[src/rtl/fifo_pkg.sv]
// Shared definitions for the single-clock FIFO: read-mode selectors and
// default almost-full/almost-empty thresholds derived from the address width.
package fifo_pkg;

    localparam int FIFO_STD  = 0;
    localparam int FIFO_FWFT = 1;

    function automatic int default_af_thresh(input int unsigned addr_width);
        return (1 << addr_width) - 2;
    endfunction

    function automatic int default_ae_thresh(input int unsigned addr_width);
        return (addr_width == 0) ? 0 : 2;
    endfunction

endpackage

[src/rtl/fifo_mem.sv]
// Register-array storage for the FIFO: one synchronous write port and one
// combinational read port.
module fifo_mem #(
    parameter int ADDR_WIDTH = 3,
    parameter int DATA_WIDTH = 32
) (
    input  logic                  clk,
    input  logic                  wr_en,
    input  logic [ADDR_WIDTH-1:0] wr_addr,
    input  logic [DATA_WIDTH-1:0] wr_data,
    input  logic [ADDR_WIDTH-1:0] rd_addr,
    output logic [DATA_WIDTH-1:0] rd_data
);

    localparam int DEPTH = 1 << ADDR_WIDTH;

    logic [DATA_WIDTH-1:0] mem [DEPTH];

    always_ff @(posedge clk) begin
        if (wr_en) begin
            mem[wr_addr] <= wr_data;
        end
    end

    assign rd_data = mem[rd_addr];

endmodule

[src/rtl/fifo_sync_ctrl.sv]
// Single-clock FIFO controller: binary wrap-bit pointers, registered level,
// threshold flags, sticky error flags, and standard or FWFT read port.
module fifo_sync_ctrl
    import fifo_pkg::*;
#(
    parameter int ADDR_WIDTH = 3,
    parameter int DATA_WIDTH = 32,
    parameter int FWFT       = FIFO_STD,
    parameter int AF_THRESH  = default_af_thresh(ADDR_WIDTH),
    parameter int AE_THRESH  = default_ae_thresh(ADDR_WIDTH)
) (
    input  logic                  clk,
    input  logic                  rst_n,
    input  logic [DATA_WIDTH-1:0] w_data,
    input  logic                  w_push,
    output logic                  w_full,
    output logic                  w_almost_full,
    input  logic                  r_pop,
    output logic [DATA_WIDTH-1:0] r_data,
    output logic                  r_valid,
    output logic                  r_empty,
    output logic                  r_almost_empty,
    output logic [ADDR_WIDTH:0]   level,
    output logic                  overflow,
    output logic                  underflow,
    input  logic                  clr_err
);

    localparam logic [ADDR_WIDTH:0] AF_LVL   = AF_THRESH[ADDR_WIDTH:0];
    localparam logic [ADDR_WIDTH:0] AE_LVL   = AE_THRESH[ADDR_WIDTH:0];
    localparam logic [ADDR_WIDTH:0] PTR_INC  = {{ADDR_WIDTH{1'b0}}, 1'b1};

    logic [ADDR_WIDTH:0]   wr_ptr;
    logic [ADDR_WIDTH:0]   rd_ptr;
    logic [ADDR_WIDTH:0]   level_q;
    logic                  push_ok;
    logic                  pop_ok;
    logic [DATA_WIDTH-1:0] mem_rd;

    // Flags depend only on registered pointers/level, never on this cycle's requests.
    assign w_full         = (wr_ptr[ADDR_WIDTH-1:0] == rd_ptr[ADDR_WIDTH-1:0]) &&
                            (wr_ptr[ADDR_WIDTH] != rd_ptr[ADDR_WIDTH]);
    assign r_empty        = (wr_ptr == rd_ptr);
    assign w_almost_full  = (level_q >= AF_LVL);
    assign r_almost_empty = (level_q <= AE_LVL);
    assign level          = level_q;

    assign push_ok = w_push & ~w_full;
    assign pop_ok  = r_pop & ~r_empty;

    always_ff @(posedge clk or negedge rst_n) begin
        if (!rst_n) begin
            wr_ptr  <= '0;
            rd_ptr  <= '0;
            level_q <= '0;
        end else begin
            if (push_ok) wr_ptr <= wr_ptr + PTR_INC;
            if (pop_ok)  rd_ptr <= rd_ptr + PTR_INC;
            case ({push_ok, pop_ok})
                2'b10:   level_q <= level_q + PTR_INC;
                2'b01:   level_q <= level_q - PTR_INC;
                default: level_q <= level_q;
            endcase
        end
    end

    // A new error in the same cycle as clr_err takes priority over the clear.
    always_ff @(posedge clk or negedge rst_n) begin
        if (!rst_n) begin
            overflow  <= 1'b0;
            underflow <= 1'b0;
        end else begin
            overflow  <= (w_push & w_full)  | (overflow  & ~clr_err);
            underflow <= (r_pop  & r_empty) | (underflow & ~clr_err);
        end
    end

    fifo_mem #(
        .ADDR_WIDTH (ADDR_WIDTH),
        .DATA_WIDTH (DATA_WIDTH)
    ) u_mem (
        .clk     (clk),
        .wr_en   (push_ok),
        .wr_addr (wr_ptr[ADDR_WIDTH-1:0]),
        .wr_data (w_data),
        .rd_addr (rd_ptr[ADDR_WIDTH-1:0]),
        .rd_data (mem_rd)
    );

    generate
        if (FWFT == FIFO_FWFT) begin : g_fwft
            assign r_data  = mem_rd;
            assign r_valid = ~r_empty;
        end else begin : g_std
            logic [DATA_WIDTH-1:0] r_data_q;
            logic                  r_valid_q;

            always_ff @(posedge clk or negedge rst_n) begin
                if (!rst_n) begin
                    r_data_q  <= '0;
                    r_valid_q <= 1'b0;
                end else begin
                    r_valid_q <= pop_ok;
                    if (pop_ok) r_data_q <= mem_rd;
                end
            end

            assign r_data  = r_data_q;
            assign r_valid = r_valid_q;
        end
    endgenerate

endmodule

[config.mk]
export PLATFORM = sky130hd
export DESIGN_NAME = fifo_sync_ctrl
export DESIGN_NICKNAME = d
export VERILOG_FILES = /design/src/rtl/fifo_pkg.sv /design/src/rtl/fifo_mem.sv /design/src/rtl/fifo_sync_ctrl.sv
export SDC_FILE = /design/constraint.sdc
export NUM_CORES = 1
export LEC_CHECK = 0
export CAP_MARGIN = 10
export CORE_MARGIN = 2
export CORE_UTILIZATION = 55
export CTS_CLUSTER_DIAMETER = 60
export DETAILED_ROUTE_END_ITERATION = 7
export PLACE_DENSITY = 0.87
export SLEW_MARGIN = 20
export SYNTH_ARGS = -nofsm -noshare
export SYNTH_HDL_FRONTEND = slang
export SYNTH_SLANG_ARGS = --single-unit
[constraint.sdc]
create_clock -name clk -period 5.2 [get_ports clk]
set_input_delay 1.04 -clock clk [delete_from_list [all_inputs] [get_ports clk]]
set_output_delay 1.04 -clock clk [all_outputs]
set_load 0.01 [all_outputs]
==> metrics.txt <==
outcome finished clean; total negative slack 0 ns; Routed Wire Length 21700 um; Finish-stage setup viols 0; H-tree Lvls 1; setup repair bufs after CTS 0; Core ar. 20900 um2; first-pass GRT wire length 33400 um; commonest non-fill, non-tap cell in the layout edfxtp_1; worst hold path type flip-flop to flip-flop; worst setup path category flip-flop to output pin; Worst setup EP type output pin; Hold Buf Count CTS 0; DIE AREA 22300 um2; residual DRC count 0; Critical Path RT 4.16 ns; register area share after synthesis 76.4%; worst skew pair latency 0.54 ns; Ys Warns 0; Final period util 72.4%; worst-path maximum fanout 35; Pwr per Cell Area 568 nW/um2; Die Span Y 149 um; largest net degree at the start of global routing 69; Util after Layout 65.3%; Post-Syn Instances 560; share of layout cells above drive strength 1 20.4%; Die W 149 um; mapped cell area 11600 um2; Initial Util 55.5%; clk_skew 0.00992 ns; Post-Syn Area per Cell 20.7 um2; DRT Pass-1 Iters 5; Synth top area share 66.3%; Routed Antenna Nets 0; #FFs+latches synth 303; slack of the critical path 1.44 ns; clk root buf clkbuf_16; gr usage total 19.9%; area leader, netlist edfxtp_1; HPWL Detailed 12500 um; Area contributors post-synth edfxtp_1 66%, mux4_2 12%, dfrtp_1 10%, mux2i_1 2.8%, o21ai_0 1.4%; Longest Clk Path Bufs 3; Yosys cell types 36; io pins 80; Buffers on Ports 79; DR vias/cell 5.74; Max Fclk 0.266 GHz; Max Slew Vio Count 0; vias 5457; Setup WS pre-CTS 1.62 ns; most frequent cells in the layout 256 x edfxtp_1, 78 x clkdlybuf4s50_1, 64 x mux4_2; post-CTS sizing 0; MaxCap Viol Count 0; WHS 0.480 ns; CTS tree done; Num Clock Sinks 303; wire per inst 22.8 um; fin crit period 3.76 ns; n_diodes 0; Max IR drop VDD 0.321 mV; Pleak 4.64 nW; GPL Wtd Cong 0.723; Critical Path Start Type flip-flop; RSZ-0062 raised after global routing false; # nets final 696; Layout area overhead 17.6%; initial antenna violation count 0; 1st-iter DRT viols 419; Arr. time, crit path 2.72 ns; endpoints failing hold 0; row cnt 53; Reg clk slew, reported paths 0.06 ns; Slew HR 29.8%; syn nets 603; via count of the first global-routing pass 5863; Tightest Pin Transition 1.05 ns; total global routing overflow 0; Num CTS Buffers 29
final timing paths:
path / from / endpoint / slack, ns / cells after the start
setup / recovery: rd_ptr[2] / r_empty / 1.44 / 4
hold / removal: r_data[7] / r_data[7] / 0.48 / 2
setup reg to reg: rd_ptr[2] / level[3] / 1.70 / 9
hold reg to reg: r_data[7] / r_data[7] / 0.48 / 2
max in group asynchronous: rst_n / rd_ptr[0] / 4.05 / 2
min in group asynchronous: rst_n / level[0] / 0.63 / 2
per-stage QoR:
stage / total power [mW] / instances / cell area [um2]
4_1_cts: 7.81 / 948 / 13600
3_5_place_dp: 5.85 / 895 / 12700
3_3_place_gp: 5.72 / 895 / 12700
2_1_floorplan: 5.02 / 560 / 11600
6_report: 7.75 / 950 / 13600
5_1_grt: 8.12 / 950 / 13600
power by group:
| group | switching (mW) | internal [mW] |
|---|---|---|
| registers | 0.276 | 3.17 |
| logic | 1.20 | 1.17 |
| clock network | 0.855 | 1.08 |
| total | 2.33 | 5.42 |
synthesized netlist by cell type, drive strengths merged:
library cell / instances
a2111oi: 1
a211oi: 1
a21o: 2
a21oi: 1
a311o: 1
a41oi: 1
buf: 22
clkbuf: 6
dfrtp: 47
edfxtp: 256
fa: 1
ha: 5
inv: 10
mux2: 2
mux2i: 33
mux4: 64
nand2: 36
nand2b: 3
nand3: 2
nor2: 8
nor3: 3
nor4: 3
nor4b: 1
o21ai: 35
o41ai: 2
or2: 1
xnor2: 4
xor2: 9
kinds of logic (layout without fill, tap and decap cells):
| group | after synthesis | count (layout) | share of synthesized area (%) |
|---|---|---|---|
| AO/OA/AOI/OAI | 44 | 44 | 2.46 |
| adder cells (fa/ha/maj) | 6 | 6 | 0.712 |
| flip-flops | 303 | 303 | 76.4 |
| buffers and inverters | 38 | 153 | 1.69 |
| XOR/XNOR | 13 | 13 | 1.11 |
| AND/OR/NAND/NOR | 57 | 57 | 2.14 |
| multiplexers | 99 | 99 | 15.5 |
layer usage:
layer / up-vias / GRT usage [%] / routed length [um]
li1: 2416 / - / -
met1: 2821 / 28.3 / 8790
met2: 190 / 33.5 / 11200
met3: 30 / 2.72 / 1340
met4: 0 / 4.62 / 367
met5: - / 0 / 0
worst max-delay path, cell delays in order (launching register included):
cell and delay (ns):
dfrtp_2 0.34, buf_4 0.54, xor2_2 0.26, nor4_1 0.38, clkdlybuf4s50_1 0.62
cell type report:
type / count / area [um2]
timing repair buffer: 90 / 908
sequential: 303 / 8870
multi-input combinational: 219 / 2600
clock inverter: 14 / 82.6
clock buffer: 39 / 803
inverter: 10 / 37.5
fill: 1332 / 7250
tap: 275 / 344
registers in the layout (all words and copies together) (netlist names):
name	count
underflow	1
level	4
wr_ptr	4
u_mem.mem	256
r_data	32
r_valid	1
rd_ptr	4
overflow	1
Power figures use the tool's default switching activity.
